$ cat src/rtl/dispatch_queue.sv
// Buffered dispatch stage: a DEPTH-entry instruction FIFO whose head is dispatched into a
// registered packet once the ROB and the target unit have room, with operands resolved at fire.
module dispatch_queue #(
  parameter int DEPTH = 4,
  parameter int XLEN  = 32,
  parameter int ROB_W = 4,
  parameter int OP_W  = 6,
  parameter int NCDB  = 2
) (
  input  logic                    clk_in,
  input  logic                    rst_in,
  input  logic                    rdy_in,
  input  logic                    flush_in,
  input  logic                    id_valid_in,
  output logic                    id_ready_out,
  input  logic [OP_W-1:0]         id_op_in,
  input  logic [XLEN-1:0]         id_imm_in,
  input  logic [XLEN-1:0]         id_pc_in,
  input  logic [4:0]              id_rd_in,
  input  logic [4:0]              id_rs1_in,
  input  logic [4:0]              id_rs2_in,
  input  logic                    id_use_rs1_in,
  input  logic                    id_use_rs2_in,
  input  logic                    id_is_mem_in,
  input  logic                    id_wr_rd_in,
  output logic [4:0]              reg_rs1_out,
  output logic [4:0]              reg_rs2_out,
  input  logic                    reg_rs1_busy_in,
  input  logic                    reg_rs2_busy_in,
  input  logic [XLEN-1:0]         reg_rs1_val_in,
  input  logic [XLEN-1:0]         reg_rs2_val_in,
  input  logic                    rob_rs1_ready_in,
  input  logic                    rob_rs2_ready_in,
  input  logic [XLEN-1:0]         rob_rs1_val_in,
  input  logic [XLEN-1:0]         rob_rs2_val_in,
  input  logic                    rob_full_in,
  input  logic [ROB_W-1:0]        rob_tag_in,
  output logic                    rob_alloc_out,
  output logic                    reg_wq_en_out,
  output logic [4:0]              reg_wq_rd_out,
  output logic [ROB_W-1:0]        reg_wq_tag_out,
  input  logic                    rs_full_in,
  input  logic                    lsb_full_in,
  input  logic [NCDB-1:0]         cdb_valid_in,
  input  logic [NCDB*ROB_W-1:0]   cdb_tag_in,
  input  logic [NCDB*XLEN-1:0]    cdb_data_in,
  output logic                    disp_valid_out,
  output logic                    disp_to_lsb_out,
  output logic [OP_W-1:0]         disp_op_out,
  output logic [XLEN-1:0]         disp_imm_out,
  output logic [XLEN-1:0]         disp_pc_out,
  output logic [4:0]              disp_rd_out,
  output logic [ROB_W-1:0]        disp_tag_out,
  output logic                    disp_qj_out,
  output logic                    disp_qk_out,
  output logic [XLEN-1:0]         disp_vj_out,
  output logic [XLEN-1:0]         disp_vk_out
);

  localparam int               PTR_W    = $clog2(DEPTH);
  localparam logic [PTR_W:0]   CNT_FULL = (PTR_W+1)'(DEPTH);
  localparam logic [PTR_W:0]   CNT_ONE  = (PTR_W+1)'(1);
  localparam logic [PTR_W-1:0] PTR_ONE  = PTR_W'(1);

  typedef struct packed {
    logic [OP_W-1:0] op;
    logic [XLEN-1:0] imm;
    logic [XLEN-1:0] pc;
    logic [4:0]      rd;
    logic [4:0]      rs1;
    logic [4:0]      rs2;
    logic            use_rs1;
    logic            use_rs2;
    logic            is_mem;
    logic            wr_rd;
  } entry_t;

  // Returns {hit, data}; the lowest matching channel wins, so scan from the top down.
  function automatic logic [XLEN:0] cdb_lookup(
    input logic [ROB_W-1:0]      tag,
    input logic [NCDB-1:0]       cv,
    input logic [NCDB*ROB_W-1:0] ct,
    input logic [NCDB*XLEN-1:0]  cd
  );
    logic [XLEN:0] res;
    res = {1'b0, {XLEN{1'b0}}};
    for (int i = NCDB - 1; i >= 0; i--) begin
      if (cv[i] && (ct[i*ROB_W +: ROB_W] == tag)) begin
        res = {1'b1, cd[i*XLEN +: XLEN]};
      end
    end
    return res;
  endfunction

  // Returns {q, v} for one operand: unused/x0, regfile, ROB, CDB, else pending on tag.
  function automatic logic [XLEN:0] resolve(
    input logic                  use_r,
    input logic [4:0]            idx,
    input logic                  busy,
    input logic [XLEN-1:0]       rval,
    input logic                  rob_rdy,
    input logic [XLEN-1:0]       rob_val,
    input logic [NCDB-1:0]       cv,
    input logic [NCDB*ROB_W-1:0] ct,
    input logic [NCDB*XLEN-1:0]  cd
  );
    logic [XLEN:0] res;
    logic [XLEN:0] hit;
    hit = cdb_lookup(rval[ROB_W-1:0], cv, ct, cd);
    if (!use_r || (idx == 5'd0)) begin
      res = {1'b0, {XLEN{1'b0}}};
    end else if (!busy) begin
      res = {1'b0, rval};
    end else if (rob_rdy) begin
      res = {1'b0, rob_val};
    end else if (hit[XLEN]) begin
      res = {1'b0, hit[XLEN-1:0]};
    end else begin
      res = {1'b1, {(XLEN-ROB_W){1'b0}}, rval[ROB_W-1:0]};
    end
    return res;
  endfunction

  entry_t            mem_q [DEPTH];
  entry_t            mem_d [DEPTH];
  logic [PTR_W-1:0]  head_q, head_d, tail_q, tail_d;
  logic [PTR_W:0]    count_q, count_d;
  logic              disp_valid_q, disp_valid_d, disp_to_lsb_q, disp_to_lsb_d;
  logic [OP_W-1:0]   disp_op_q, disp_op_d;
  logic [XLEN-1:0]   disp_imm_q, disp_imm_d, disp_pc_q, disp_pc_d;
  logic [4:0]        disp_rd_q, disp_rd_d;
  logic [ROB_W-1:0]  disp_tag_q, disp_tag_d;
  logic              disp_qj_q, disp_qj_d, disp_qk_q, disp_qk_d;
  logic [XLEN-1:0]   disp_vj_q, disp_vj_d, disp_vk_q, disp_vk_d;

  entry_t            head_s;
  entry_t            new_s;
  logic              push_s, fire_s, unit_free_s;
  logic [XLEN:0]     opj_s, opk_s, snoop_j_s, snoop_k_s;

  // Head lookup, handshake and operand resolution for the fire cycle.
  always_comb begin
    head_s        = mem_q[head_q];
    new_s         = '{op: id_op_in, imm: id_imm_in, pc: id_pc_in, rd: id_rd_in,
                      rs1: id_rs1_in, rs2: id_rs2_in, use_rs1: id_use_rs1_in,
                      use_rs2: id_use_rs2_in, is_mem: id_is_mem_in, wr_rd: id_wr_rd_in};
    id_ready_out  = (count_q < CNT_FULL) & ~flush_in;
    push_s        = rdy_in & id_valid_in & id_ready_out;
    unit_free_s   = head_s.is_mem ? ~lsb_full_in : ~rs_full_in;
    fire_s        = rdy_in & ~flush_in & (count_q != {(PTR_W+1){1'b0}}) & ~rob_full_in & unit_free_s;
    reg_rs1_out   = head_s.rs1;
    reg_rs2_out   = head_s.rs2;
    rob_alloc_out = fire_s;
    reg_wq_en_out = fire_s & head_s.wr_rd & (head_s.rd != 5'd0);
    reg_wq_rd_out = head_s.rd;
    reg_wq_tag_out = rob_tag_in;
    opj_s = resolve(head_s.use_rs1, head_s.rs1, reg_rs1_busy_in, reg_rs1_val_in,
                    rob_rs1_ready_in, rob_rs1_val_in, cdb_valid_in, cdb_tag_in, cdb_data_in);
    opk_s = resolve(head_s.use_rs2, head_s.rs2, reg_rs2_busy_in, reg_rs2_val_in,
                    rob_rs2_ready_in, rob_rs2_val_in, cdb_valid_in, cdb_tag_in, cdb_data_in);
  end

  // Next-state for FIFO pointers, storage and the dispatch packet.
  always_comb begin
    mem_d = mem_q;
    if (push_s) begin
      mem_d[tail_q] = new_s;
    end else begin
      mem_d[tail_q] = mem_q[tail_q];
    end
    if (flush_in) begin
      head_d  = {PTR_W{1'b0}};
      tail_d  = {PTR_W{1'b0}};
      count_d = {(PTR_W+1){1'b0}};
    end else begin
      head_d  = fire_s ? head_q + PTR_ONE : head_q;
      tail_d  = push_s ? tail_q + PTR_ONE : tail_q;
      case ({push_s, fire_s})
        2'b10:   count_d = count_q + CNT_ONE;
        2'b01:   count_d = count_q - CNT_ONE;
        default: count_d = count_q;
      endcase
    end
    disp_valid_d = fire_s;
    if (fire_s) begin
      disp_to_lsb_d = head_s.is_mem;
      disp_op_d     = head_s.op;
      disp_imm_d    = head_s.imm;
      disp_pc_d     = head_s.pc;
      disp_rd_d     = head_s.rd;
      disp_tag_d    = rob_tag_in;
      disp_qj_d     = opj_s[XLEN];
      disp_vj_d     = opj_s[XLEN-1:0];
      disp_qk_d     = opk_s[XLEN];
      disp_vk_d     = opk_s[XLEN-1:0];
    end else begin
      disp_to_lsb_d = disp_to_lsb_q;
      disp_op_d     = disp_op_q;
      disp_imm_d    = disp_imm_q;
      disp_pc_d     = disp_pc_q;
      disp_rd_d     = disp_rd_q;
      disp_tag_d    = disp_tag_q;
      disp_qj_d     = disp_qj_q;
      disp_vj_d     = disp_vj_q;
      disp_qk_d     = disp_qk_q;
      disp_vk_d     = disp_vk_q;
    end
  end

  // State registers; rdy_in low freezes everything.
  always_ff @(posedge clk_in or negedge rst_in) begin
    if (!rst_in) begin
      for (int i = 0; i < DEPTH; i++) begin
        mem_q[i] <= '0;
      end
      head_q        <= {PTR_W{1'b0}};
      tail_q        <= {PTR_W{1'b0}};
      count_q       <= {(PTR_W+1){1'b0}};
      disp_valid_q  <= 1'b0;
      disp_to_lsb_q <= 1'b0;
      disp_op_q     <= {OP_W{1'b0}};
      disp_imm_q    <= {XLEN{1'b0}};
      disp_pc_q     <= {XLEN{1'b0}};
      disp_rd_q     <= 5'd0;
      disp_tag_q    <= {ROB_W{1'b0}};
      disp_qj_q     <= 1'b0;
      disp_vj_q     <= {XLEN{1'b0}};
      disp_qk_q     <= 1'b0;
      disp_vk_q     <= {XLEN{1'b0}};
    end else if (rdy_in) begin
      mem_q         <= mem_d;
      head_q        <= head_d;
      tail_q        <= tail_d;
      count_q       <= count_d;
      disp_valid_q  <= disp_valid_d;
      disp_to_lsb_q <= disp_to_lsb_d;
      disp_op_q     <= disp_op_d;
      disp_imm_q    <= disp_imm_d;
      disp_pc_q     <= disp_pc_d;
      disp_rd_q     <= disp_rd_d;
      disp_tag_q    <= disp_tag_d;
      disp_qj_q     <= disp_qj_d;
      disp_vj_q     <= disp_vj_d;
      disp_qk_q     <= disp_qk_d;
      disp_vk_q     <= disp_vk_d;
    end else begin
      mem_q         <= mem_q;
      head_q        <= head_q;
      tail_q        <= tail_q;
      count_q       <= count_q;
      disp_valid_q  <= disp_valid_q;
      disp_to_lsb_q <= disp_to_lsb_q;
      disp_op_q     <= disp_op_q;
      disp_imm_q    <= disp_imm_q;
      disp_pc_q     <= disp_pc_q;
      disp_rd_q     <= disp_rd_q;
      disp_tag_q    <= disp_tag_q;
      disp_qj_q     <= disp_qj_q;
      disp_vj_q     <= disp_vj_q;
      disp_qk_q     <= disp_qk_q;
      disp_vk_q     <= disp_vk_q;
    end
  end

  // A pending operand woken by the CDB while the packet is on the wire is patched on the way out.
  always_comb begin
    snoop_j_s       = cdb_lookup(disp_vj_q[ROB_W-1:0], cdb_valid_in, cdb_tag_in, cdb_data_in);
    snoop_k_s       = cdb_lookup(disp_vk_q[ROB_W-1:0], cdb_valid_in, cdb_tag_in, cdb_data_in);
    disp_valid_out  = disp_valid_q;
    disp_to_lsb_out = disp_to_lsb_q;
    disp_op_out     = disp_op_q;
    disp_imm_out    = disp_imm_q;
    disp_pc_out     = disp_pc_q;
    disp_rd_out     = disp_rd_q;
    disp_tag_out    = disp_tag_q;
    if (disp_valid_q && disp_qj_q && snoop_j_s[XLEN]) begin
      disp_qj_out = 1'b0;
      disp_vj_out = snoop_j_s[XLEN-1:0];
    end else begin
      disp_qj_out = disp_qj_q;
      disp_vj_out = disp_vj_q;
    end
    if (disp_valid_q && disp_qk_q && snoop_k_s[XLEN]) begin
      disp_qk_out = 1'b0;
      disp_vk_out = snoop_k_s[XLEN-1:0];
    end else begin
      disp_qk_out = disp_qk_q;
      disp_vk_out = disp_vk_q;
    end
  end

endmodule
$ cat config.mk
export PLATFORM = sky130hd
export DESIGN_NAME = dispatch_queue
export DESIGN_NICKNAME = d
export VERILOG_FILES = /design/src/rtl/dispatch_queue.sv
export SDC_FILE = /design/constraint.sdc
export NUM_CORES = 1
export LEC_CHECK = 0
export ABC_AREA = 1
export BUFFER_PORTS_ARGS = -buffer_cell sky130_fd_sc_hd__buf_2
export CORE_MARGIN = 2
export CORE_UTILIZATION = 58
export CTS_BUF_LIST = sky130_fd_sc_hd__clkbuf_4 sky130_fd_sc_hd__clkbuf_8 sky130_fd_sc_hd__clkbuf_16
export DETAILED_ROUTE_END_ITERATION = 8
export PLACE_DENSITY = 0.81
export SLEW_MARGIN = 20
export SYNTH_ARGS = -nofsm -noshare
export SYNTH_HDL_FRONTEND = slang
export SYNTH_SLANG_ARGS = --single-unit
$ cat constraint.sdc
create_clock -name clk_in -period 3.2 [get_ports clk_in]
set_input_delay 0.48 -clock clk_in [delete_from_list [all_inputs] [get_ports clk_in]]
set_output_delay 0.48 -clock clk_in [all_outputs]
set_load 0.02 [all_outputs]
# == After elaboration in Yosys (flattened, before gate mapping) ==
# Index checks and enable logic that the tools add are counted.
# word_totals
register_bits,510
latch_bits,0
ram_bits,0
mem_bits_ro,0
in_bits,307
output_inout_bits,169
wordCells,153
mem_count,0
# classes
add_sub_neg,4
n_mul,0
div,0
magnitude_cmp,4
n_eq_ne,10
shifts,0
n_mux,38
n_bitwise,15
reduce_logical,28
# op_table
op,n
$bwmux 356,2
$mux 33,16
$mux 89,5
$bmux 89 s2,2
$mux 356,1
$demux 89 s2,1
$mux 32,2
$eq 4x4->1,8
$logic_and 1x1->1,13
$logic_not 5->1,2
$and 1x1->1,9
$mux 2,4
$reduce_and 2->1,4
$ge 3x3->1 const B,2
$not 2->3,2
$pmux 3 s2,1
$reduce_bool 3->1,2
$reduce_bool 5->1,1
$add 2x1->2 const B,2
$not 1->1,4
$reduce_bool 2->1,2
$add 3x1->3 const B,1
$lt 3x1->1 const B,1
$lt 3x3->1 const B,1
other kinds (7),11

# == Longest topological paths before layout ==
# Gate-level depths: netlist (run 1).
# depth
ltp_word,9
ltp_mapped,18
ltp_nobuf,16

# == Worst setup path after synthesis (run 1) ==
# No wires, ideal clock.
# synth_timing
path_kind,input to output
from,input port cdb_tag_in[7]
to,output port disp_vk_out[0]
t_arrival_ns,1.894
path_slack_ns,0.826
stages,7
n_path_buf,2
cell_sequence,clkbuf_2 > a221oi_1 > nand3_1 > nand2_1 > nand3_2 > clkbuf_1 > o21ai_0
# synth_between
elab_chain_cells,6
# synth_lines
element,line,rtl
from (decl),45,"input logic [NCDB*ROB_W-1:0] cdb_tag_in,"
$eq 4x4->1 (*),88,if (cv[i] && (ct[i*ROB_W +: ROB_W] == tag)) begin
$logic_and 1x1->1 (*),88,
$mux 33 (*) (2 in a row),88,
$logic_and 1x1->1,283,if (disp_valid_q && disp_qk_q && snoop_k_s[XLEN]) begin
$mux 32 (*),283,
to (decl),57,output logic [XLEN-1:0] disp_vk_out
# Mark *: on every way between the ends. The rest lies on a longest branch, timed or not.

# == Final worst setup path (run 1) ==
# layout_timing
from,register head_q[0]
to,output port reg_wq_en_out
# layout_between
elab_chain_cells,8
elab_cells_between_ends,9
cone_classes,mux (4); bitwise (4); reduce/logical (1)
# layout_lines
element,line,rtl
from (decl),126,"logic [PTR_W-1:0] head_q, head_d, tail_q, tail_d;"
from (signal assigned),216,head_q <= {PTR_W{1'b0}};
from (signal assigned),248,head_q <= head_q;
$not 2->3 (implied by the code) (*),143,head_s = mem_q[head_q];
$bmux 89 s2 (*),143,
$mux 89 (implied by the code) (*) (2 in a row),143,
$mux 1,149,unit_free_s = head_s.is_mem ? ~lsb_full_in : ~rs_full_in;
$and 1x1->1,150,fire_s = rdy_in & ~flush_in & (count_q != {(PTR_W+1){1'b0}}) & ~rob_full_in & unit_free_s;
$and 1x1->1,154,reg_wq_en_out = fire_s & head_s.wr_rd & (head_s.rd != 5'd0);
$and 1x1->1 (*),154,
to (decl),39,"output logic reg_wq_en_out,"
# Mark *: on every way between the ends. The rest lies on a longest branch, timed or not. The select of a mux whose other input is x is not followed.

==> results of run 1 <==
## registers in the layout, indices dropped and copies added (netlist names)
register         flops
mem_q              356
disp_imm_out        32
disp_pc_out         32
disp_vj_q           32
disp_vk_q           32
disp_op_out          6
disp_rd_out          5
disp_tag_out         4
count_q              3
head_q               2
tail_q               2
disp_qj_q            1
disp_qk_q            1
disp_to_lsb_out      1
disp_valid_out       1
## power by group through the flow
stage                     Clock, mW  Combinational [mW]  Sequential (mW)
final                          6.25                11.4             11.4
after global routing           6.53                12.7             11.7
after CTS                      6.29                11.3             11.3
after detailed placement          0                11.2             11.4
after global placement            0                10.9             11.3
after floorplan                   0                7.50             11.5
## cell usage in the layout, fill, tap and decap left out, drive strengths merged
cell         count
a21oi          247
a221oi           2
buf            544
bufinv           1
clkbuf          84
clkinv          15
clkinvlp         4
dfrtp          510
diode            9
dlygate4sd3      1
ha               5
inv            311
nand2         1238
nand3          553
nand3b           3
nand4            4
nor2           221
nor3             3
o211ai          93
o21ai          712
o22ai            7
or2             89
xnor2            4
xor2             4
## worst min-delay path, stage by stage
cell and delay, ns:
buf_2 0.09, nand2_1 0.05, nand2_1 0.04
## synth_stat cells, types with 3 or more instances
master    number
or2_2         88
nand3_1      548
o21ai_1       10
inv_1        307
o22ai_1        7
nand3_2        5
clkbuf_1     204
o211ai_1      93
nand3b_1       3
nor3_1         3
buf_6         11
buf_1         30
o21ai_0      700
ha_1           5
clkbuf_2       3
dfrtp_1      510
xnor2_1        4
inv_2          5
a21oi_1      245
xor2_1         4
nand2_2        3
nor2_1       219
nand2_1     1235
buf_2         55
buf_4         34
## metrics by stage
step | utilization | hold WS [ns] | worst slack [ns] | instances
after global placement | 0.638 | 0.459 | 0.508 | 5234
final | 0.674 | 0.0828 | 0.106 | 5344
after CTS | 0.672 | 0.0602 | 0.0249 | 5333
after detailed placement | 0.638 | 0.459 | 0.502 | 5234
after global routing | 0.673 | 0.0954 | -0.0180 | 5340
after floorplan | - | 0.184 | 0.826 | 4347
## cell families after synthesis
| kind of cell | Yosys count |
|---|---|
| AO/OA/AOI/OAI | 1061 |
| buffers and inverters | 652 |
| flip-flops | 510 |
| AND/OR/NAND/NOR | 2111 |
| XOR/XNOR | 8 |
| adder cells (fa/ha/maj) | 5 |
## repair_timing
item                                   in CTS  in global routing
setup endpoints to repair                   0                 12
hold buffers                                1                  0
endpoints found under the hold margin      64                  0
gates resized for setup                     0                  6
## path summary, 6_finish.rpt
path	start	to	slack (ns)
setup / recovery	head_q[0]	reg_wq_en_out	0.11
hold / removal	rob_tag_in[2]	disp_tag_out[2]	0.08
setup reg to reg	head_q[0]	count_q[2]	0.69
hold reg to reg	disp_tag_out[0]	disp_tag_out[0]	0.48
max in group asynchronous	rst_in	disp_pc_out[19]	1.75
min in group asynchronous	rst_in	mem_q[299]	0.44
## layout make-up
cell class	instances	area, um^2
inverter	315	1210
fill	4506	16700
multi-input combinational	3185	14700
timing repair buffer	546	3260
clock buffer	83	1630
tap	680	851
timing repair inverter	1	5.00
sequential	510	12800
clock inverter	15	129
antenna	9	22.5
## per-layer routing
layer,up-vias,track usage
li1,14800,-
met4,4,0.232
met3,381,0.0726
met1,14900,0.500
met5,-,0
met2,1925,0.575
==> out/qor.yml, run 1 <==
status:
  status: "complete, no violations"
grt:
  grt_pass1_wl_mm: 160
  grt.total_usage: 0.378
  grt_max_degree: 185
  antenna_found_initial: 10
  grt_overflow: 0
  grt_pass1_vias: 29000
power:
  power_density_nw_per_um2: 840
  p_clk_frac: 0.215
  peakVddDrop_uv: 565
  p_switching_mw: 12.1
  power_frac_comb: 0.393
  power_mw: 29.0
  power_leakage_nw: 17.6
  p_seq_frac: 0.392
  swShare: 0.418
  p_int_mw: 16.9
synthesis:
  synthTopCellsByArea: "dfrtp_1 (42%), nand2_1 (15%), o21ai_0 (12%)"
  synthesis.area_um2: 30100
  async_flop_share: 1.00
  yosysTopAreaCell: "dfrtp_1"
  synth_top_family_by_area: "simple AND/OR/NAND/NOR gates"
  synth_flop_cell: "dfrtp_1"
  synth_nets: 4659
  synth_edf_count: 0
  synth-compound-area-share: 0.185
  syn_inst: 4347
  syn-mean-instance-area_um2: 6.93
  yosysWarnings: 0
  ys_seq_area_frac: 0.424
  synthMuxAreaShare: 0
  yosys.area_share.xor_xnor: 0.00233
  synth-simple-area-share: 0.296
  synth_cell_types: 35
  synth_seq_cells: 510
  synth_top_cell_area_share: 0.424
  synth_adder_area_share: 0.00208
routing:
  antenna_left: 0
  drcViolationCount: 0
  firstDrtPassIters: 6
  wl_per_cell_um: 19.6
  dr_wl_met3_mm: 11.1
  drtIter0Drc: 3824
  dr_wl_met2_mm: 46.8
  vias: 32000
  vias_per_cell: 5.99
  wirelength_mm: 105
  route.layer.met1.wl_mm: 40.3
  dr.max_layer_used: "met5"
hold_path:
  hp-class: "in -> reg"
  hold_depth: 3
setup_path:
  cp.depth: 8
  crit_buf_inv: 2
  path_delay_family: "compound AO/OA/AOI/OAI gates"
  end_kind: "output pin"
  crit_required_ns: 2.72
  crit_arrival_ns: 2.61
  cpMaxStageDelayCell: "dfrtp_4"
  cp-start-kind: "flip-flop"
  slowest_delay_ns: 0.53
  critical_path_class: "reg -> out"
  cp_cell_sequence: "buf_4 -> a21oi_1 -> o21ai_0 -> nand2_1 -> nand4_1 -> o21ai_1 -> a21oi_2 -> buf_2"
  path_max_fanout: 38
  reg2regPathDepth: 16
run:
  maxCapViolCount: 0
layout:
  areaGrowthSynthToFinish_pct: 14.7
  drive_gt1_frac: 0.165
  nets: 4924
  stdcell_area_um2: 34600
clock_network:
  clockRootBuffer: "clkbuf_16"
  clk-insertion-delay-late_ns: 0.62
  cts_tree: "done"
  cts_setup_buffers: 0
  cts.clk_slew.worst_paths_ns: 0.06
  clockBufferDepth: 3
  htree_levels: 2
  cts_inserted_buffers: 53
  cts.sinks: 510
floorplanning:
  die_area_um2: 53800
  ios: 476
  die_y_um: 232
  core_area_um2: 51300
  core.rowCount: 83
  die_x_um: 232
  initial_utilization: 0.587
timing:
  relSlewSlack: 0.281
  period_minus_slack_ns: 3.09
  drv_slew: 0
  worst_slew_pin_slew_ns: 1.08
  clock_skew_ns: 0.0246
  fmax_mhz: 323
  setup_viol: 0
  setup-tns-final_ns: 0
  post-route-period-util: 0.967
  finalHoldViolCount: 0
placed_design:
  place_area_um2: 32700
  gp_congestion: 1.05
  dp_hpwl_mm: 65.9
  place.port_buffers: 475
Note: power is estimated with default switching activity, not from simulation.
==> run 2, diff against run 1 <==
--- a/config.mk
+++ b/config.mk
@@ -5,10 +5,9 @@
 export SDC_FILE = /design/constraint.sdc
 export NUM_CORES = 1
 export LEC_CHECK = 0
-export ABC_AREA = 1
 export BUFFER_PORTS_ARGS = -buffer_cell sky130_fd_sc_hd__buf_2
 export CORE_MARGIN = 2
-export CORE_UTILIZATION = 58
+export CORE_UTILIZATION = 57
 export CTS_BUF_LIST = sky130_fd_sc_hd__clkbuf_4 sky130_fd_sc_hd__clkbuf_8 sky130_fd_sc_hd__clkbuf_16
 export DETAILED_ROUTE_END_ITERATION = 8
 export PLACE_DENSITY = 0.81
==> out/qor.yml, run 2 <==
layout:
  drive_gt1_frac: 0.301  # was 0.165
  areaGrowthSynthToFinish_pct: 17.8  # was 14.7%
  layout_commonest_cell: "dfrtp_1"  # was nand2_1
  layoutNonFillerInstCount: 3650  # was 5344
  final_cell_mix: "dfrtp_1 (506), buf_2 (471), nand2_1 (374), nor2_1 (371), a21oi_1 (358)"  # was nand2_1 (1233), o21ai_0 (700), nand3_1 (547), dfrtp_1 (507), buf_2 (474)
  top_register: "mem_q"  # unchanged
  regArea_um2: 12800  # about the same
  nFillCells: 3486  # was 4506
  stdcell_area_um2: 32200  # was 34600 um^2
  multi_input_area_um2: 13500  # was 14700 um^2
  largest_register_ffs: 356  # unchanged
  nets: 3287  # was 4924
grt:
  grt_pass1_vias: 23300  # was 29000
  grt_pass1_wl_mm: 136  # was 160 mm
  use_met3: 0.0780  # was 0.0726
  gr-usage-met1: 0.457  # was 0.500
  grt_max_degree: 87  # was 185
  grt_overflow: 0  # unchanged
  grt.total_usage: 0.356  # was 0.378
  antenna_found_initial: 25  # was 10
  busiest_layer: "met2"  # unchanged
  grtUsageMet2: 0.568  # was 0.575
hold_path:
  hold_depth: 3  # unchanged
  worstHoldStart: "rob_tag_in[1]"  # was rob_tag_in[2]
  hp-class: "in -> reg"  # unchanged
  hold_path_end: "disp_tag_out[1]"  # was disp_tag_out[2]
timing:
  setup_viol: 1  # was 0
  period_minus_slack_ns: 3.22  # was 3.09 ns
  drv_slew: 0  # unchanged
  postLayoutSetupSlackWorst_ns: -0.0195  # was 0.106 ns
  post-route-period-util: 1.01  # was 0.967
  fmax_mhz: 311  # was 323 MHz
  worst_slew_pin_slew_ns: 1.02  # was 1.08 ns
  relSlewSlack: 0.317  # was 0.281
  finalHoldViolCount: 0  # unchanged
  rsz0062_at_grt: "yes"
  clock_skew_ns: 0.0160  # was 0.0246 ns
floorplanning:
  die_area_um2: 49800  # was 53800 um^2
  core.rowCount: 80  # was 83
  ios: 476  # unchanged
  die_x_um: 223  # was 232 um
  initial_utilization: 0.575  # was 0.587
  die_y_um: 223  # was 232 um
  core_area_um2: 47500  # was 51300 um^2
routing:
  drtIter0Drc: 2113  # was 3824
  vias_per_cell: 6.36  # was 5.99
  antenna_left: 0  # unchanged
  firstDrtPassIters: 6  # unchanged
  wirelength_mm: 88.9  # was 105 mm
  vias: 23200  # was 32000
  wl_per_cell_um: 24.4  # was 19.6 um
  drcViolationCount: 0  # unchanged
synthesis:
  synthTopCellsByCount: "dfrtp_1 (510), nand2_1 (375), nor2_1 (372)"  # was nand2_1 (1235), o21ai_0 (700), nand3_1 (548)
  ys_seq_area_frac: 0.467  # was 0.424
  yosysWarnings: 0  # unchanged
  async_flop_share: 1.00  # unchanged
  synth_nets: 2916  # was 4659
  synthesis.area_um2: 27400  # was 30100 um^2
  yosysTopAreaCell: "dfrtp_1"  # unchanged
  synth_edf_count: 0  # unchanged
  synth_flop_cell: "dfrtp_1"  # unchanged
  synth_top_cell_area_share: 0.467  # was 0.424
  synth_cell_types: 41  # was 35
  yosysMostFrequentCell: "dfrtp_1"  # was nand2_1
  syn-mean-instance-area_um2: 10.5  # was 6.93 um^2
  synthTopCellsByArea: "dfrtp_1 (47%), mux4_2 (14%), mux2i_1 (8.0%)"  # was dfrtp_1 (42%), nand2_1 (15%), o21ai_0 (12%)
  syn_inst: 2604  # was 4347
  synth_seq_cells: 510  # unchanged
clock_network:
  clockRootBuffer: "clkbuf_16"  # unchanged
  cts_tree: "done"  # unchanged
  clk-insertion-delay-late_ns: 0.61  # was 0.62 ns
  clockBufferDepth: 3  # unchanged
  htree_levels: 2  # unchanged
  cts.clk_slew.worst_paths_ns: 0.06  # about the same
  cts.sinks: 510  # unchanged
  cts_inserted_buffers: 52  # was 53
power:
  power_leakage_nw: 14.2  # was 17.6 nW
  peakVddDrop_uv: 623  # was 565 uV
  power_density_nw_per_um2: 952  # was 840 nW/um^2
  power_mw: 30.7  # was 29.0 mW
setup_path:
  r2r_end: "count_q[2]"  # unchanged
  crit_start: "head_q[0]"  # unchanged
  path_max_fanout: 4  # was 38
  crit_required_ns: 2.72  # about the same
  r2r_slack_ns: 0.07  # was 0.69 ns
  cp-start-kind: "flip-flop"  # unchanged
  r2r_start: "head_q[0]"  # unchanged
  crit_arrival_ns: 2.74  # was 2.61 ns
  reg2regPathDepth: 11  # was 16
  critical_path_class: "reg -> out"  # unchanged
  end_kind: "output pin"  # unchanged
placed_design:
  place_inst: 3526  # was 5234
  place.port_buffers: 475  # unchanged
  place_area_um2: 30200  # was 32700 um^2
  dp_hpwl_mm: 59.8  # was 65.9 mm
  dp_slack_ns: 0.189  # was 0.502 ns
  gp_congestion: 1.02  # was 1.05
run:
  maxCapViolCount: 0  # unchanged
status:
  violations: "negative setup slack"
  status: "finished, violations left"  # was complete, no violations
[run 2: changes by cell type after synthesis, sizes merged, moves of 67 or more]
cell,previous run,this run
mux4,0,178
nor2,221,374
nand2,1238,375
mux2i,0,218
inv,312,7
a32o,0,67
a21oi,247,358
o21ai,712,74
nand3,553,2
[run 2: report_power, final]
part,internal (mW),leakage [nW],total [mW],switching [mW]
logic,5.54,7.38,12.4,6.87
clock network,3.68,0.894,6.35,2.67
registers,9.54,5.95,11.9,2.38
total,18.8,14.2,30.7,11.9
[run 2: area by class of cell]
cell class / count / share of cell area
Clock inverter: 23 / 0.00738
Tap cell: 615 / 0.0239
Clock buffer: 73 / 0.0478
Multi-Input combinational cell: 1852 / 0.419
Antenna cell: 18 / 0.00140
Inverter: 7 / 0.000893
Timing Repair Buffer: 552 / 0.103
Sequential cell: 510 / 0.397
[run 2: critical path: stages, from the launching register on]
cell and delay (ns):
dfrtp_4 0.45, mux4_2 0.57, mux2i_2 0.20, or4_4 0.51, buf_8 0.15, nor2_4 0.11, buf_6 0.14
[run 2: logic make-up (layout without fill, tap and decap cells)]
logic type               after synthesis  after routing  synth area share
buffers and inverters                242            655            0.0426
XOR/XNOR                              34             34            0.0109
AO/OA/AOI/OAI                        580            580             0.127
AND/OR/NAND/NOR                      837            837             0.124
adder cells (fa/ha/maj)                5              5           0.00229
other                                  0             18                 0
multiplexers                         396            396             0.227
flip-flops                           510            510             0.467
[run 2: repair_timing]
action,CTS,global route
hold buffers,1,0
gates cloned,2,0
setup endpoints to repair,4,20
pin swaps,2,1
endpoints found under the hold margin,71,0
setup buffers,6,1
gates resized for setup,16,6
[run 2: stage by stage]
| stage | TNS, ns | hold WS (ns) | util |
|---|---|---|---|
| final | -0.0195 | 0.0877 | 0.678 |
| after global routing | -0.112 | 0.0952 | 0.677 |
| after CTS | -0.0622 | 0.0703 | 0.676 |
| after detailed placement | 0 | 0.458 | 0.635 |
| after global placement | 0 | 0.452 | 0.635 |
| after floorplan | 0 | 0.184 | - |
[run 2: routing by layer]
layer	wire length [um]	share of wire
met1	32700	0.37
met2	42800	0.48
met3	7760	0.087
met4	5600	0.063
met5	100	0.0011
[run 2: worst max path at each step]
stage | endpoint | cells after the start
6_report | reg_wq_en_out | 6
5_1_grt | reg_wq_en_out | 6
4_1_cts | reg_wq_en_out | 6
3_5_place_dp | disp_vk_q[14] | 6
3_3_place_gp | count_q[2] | 10
2_1_floorplan | count_q[2] | 12
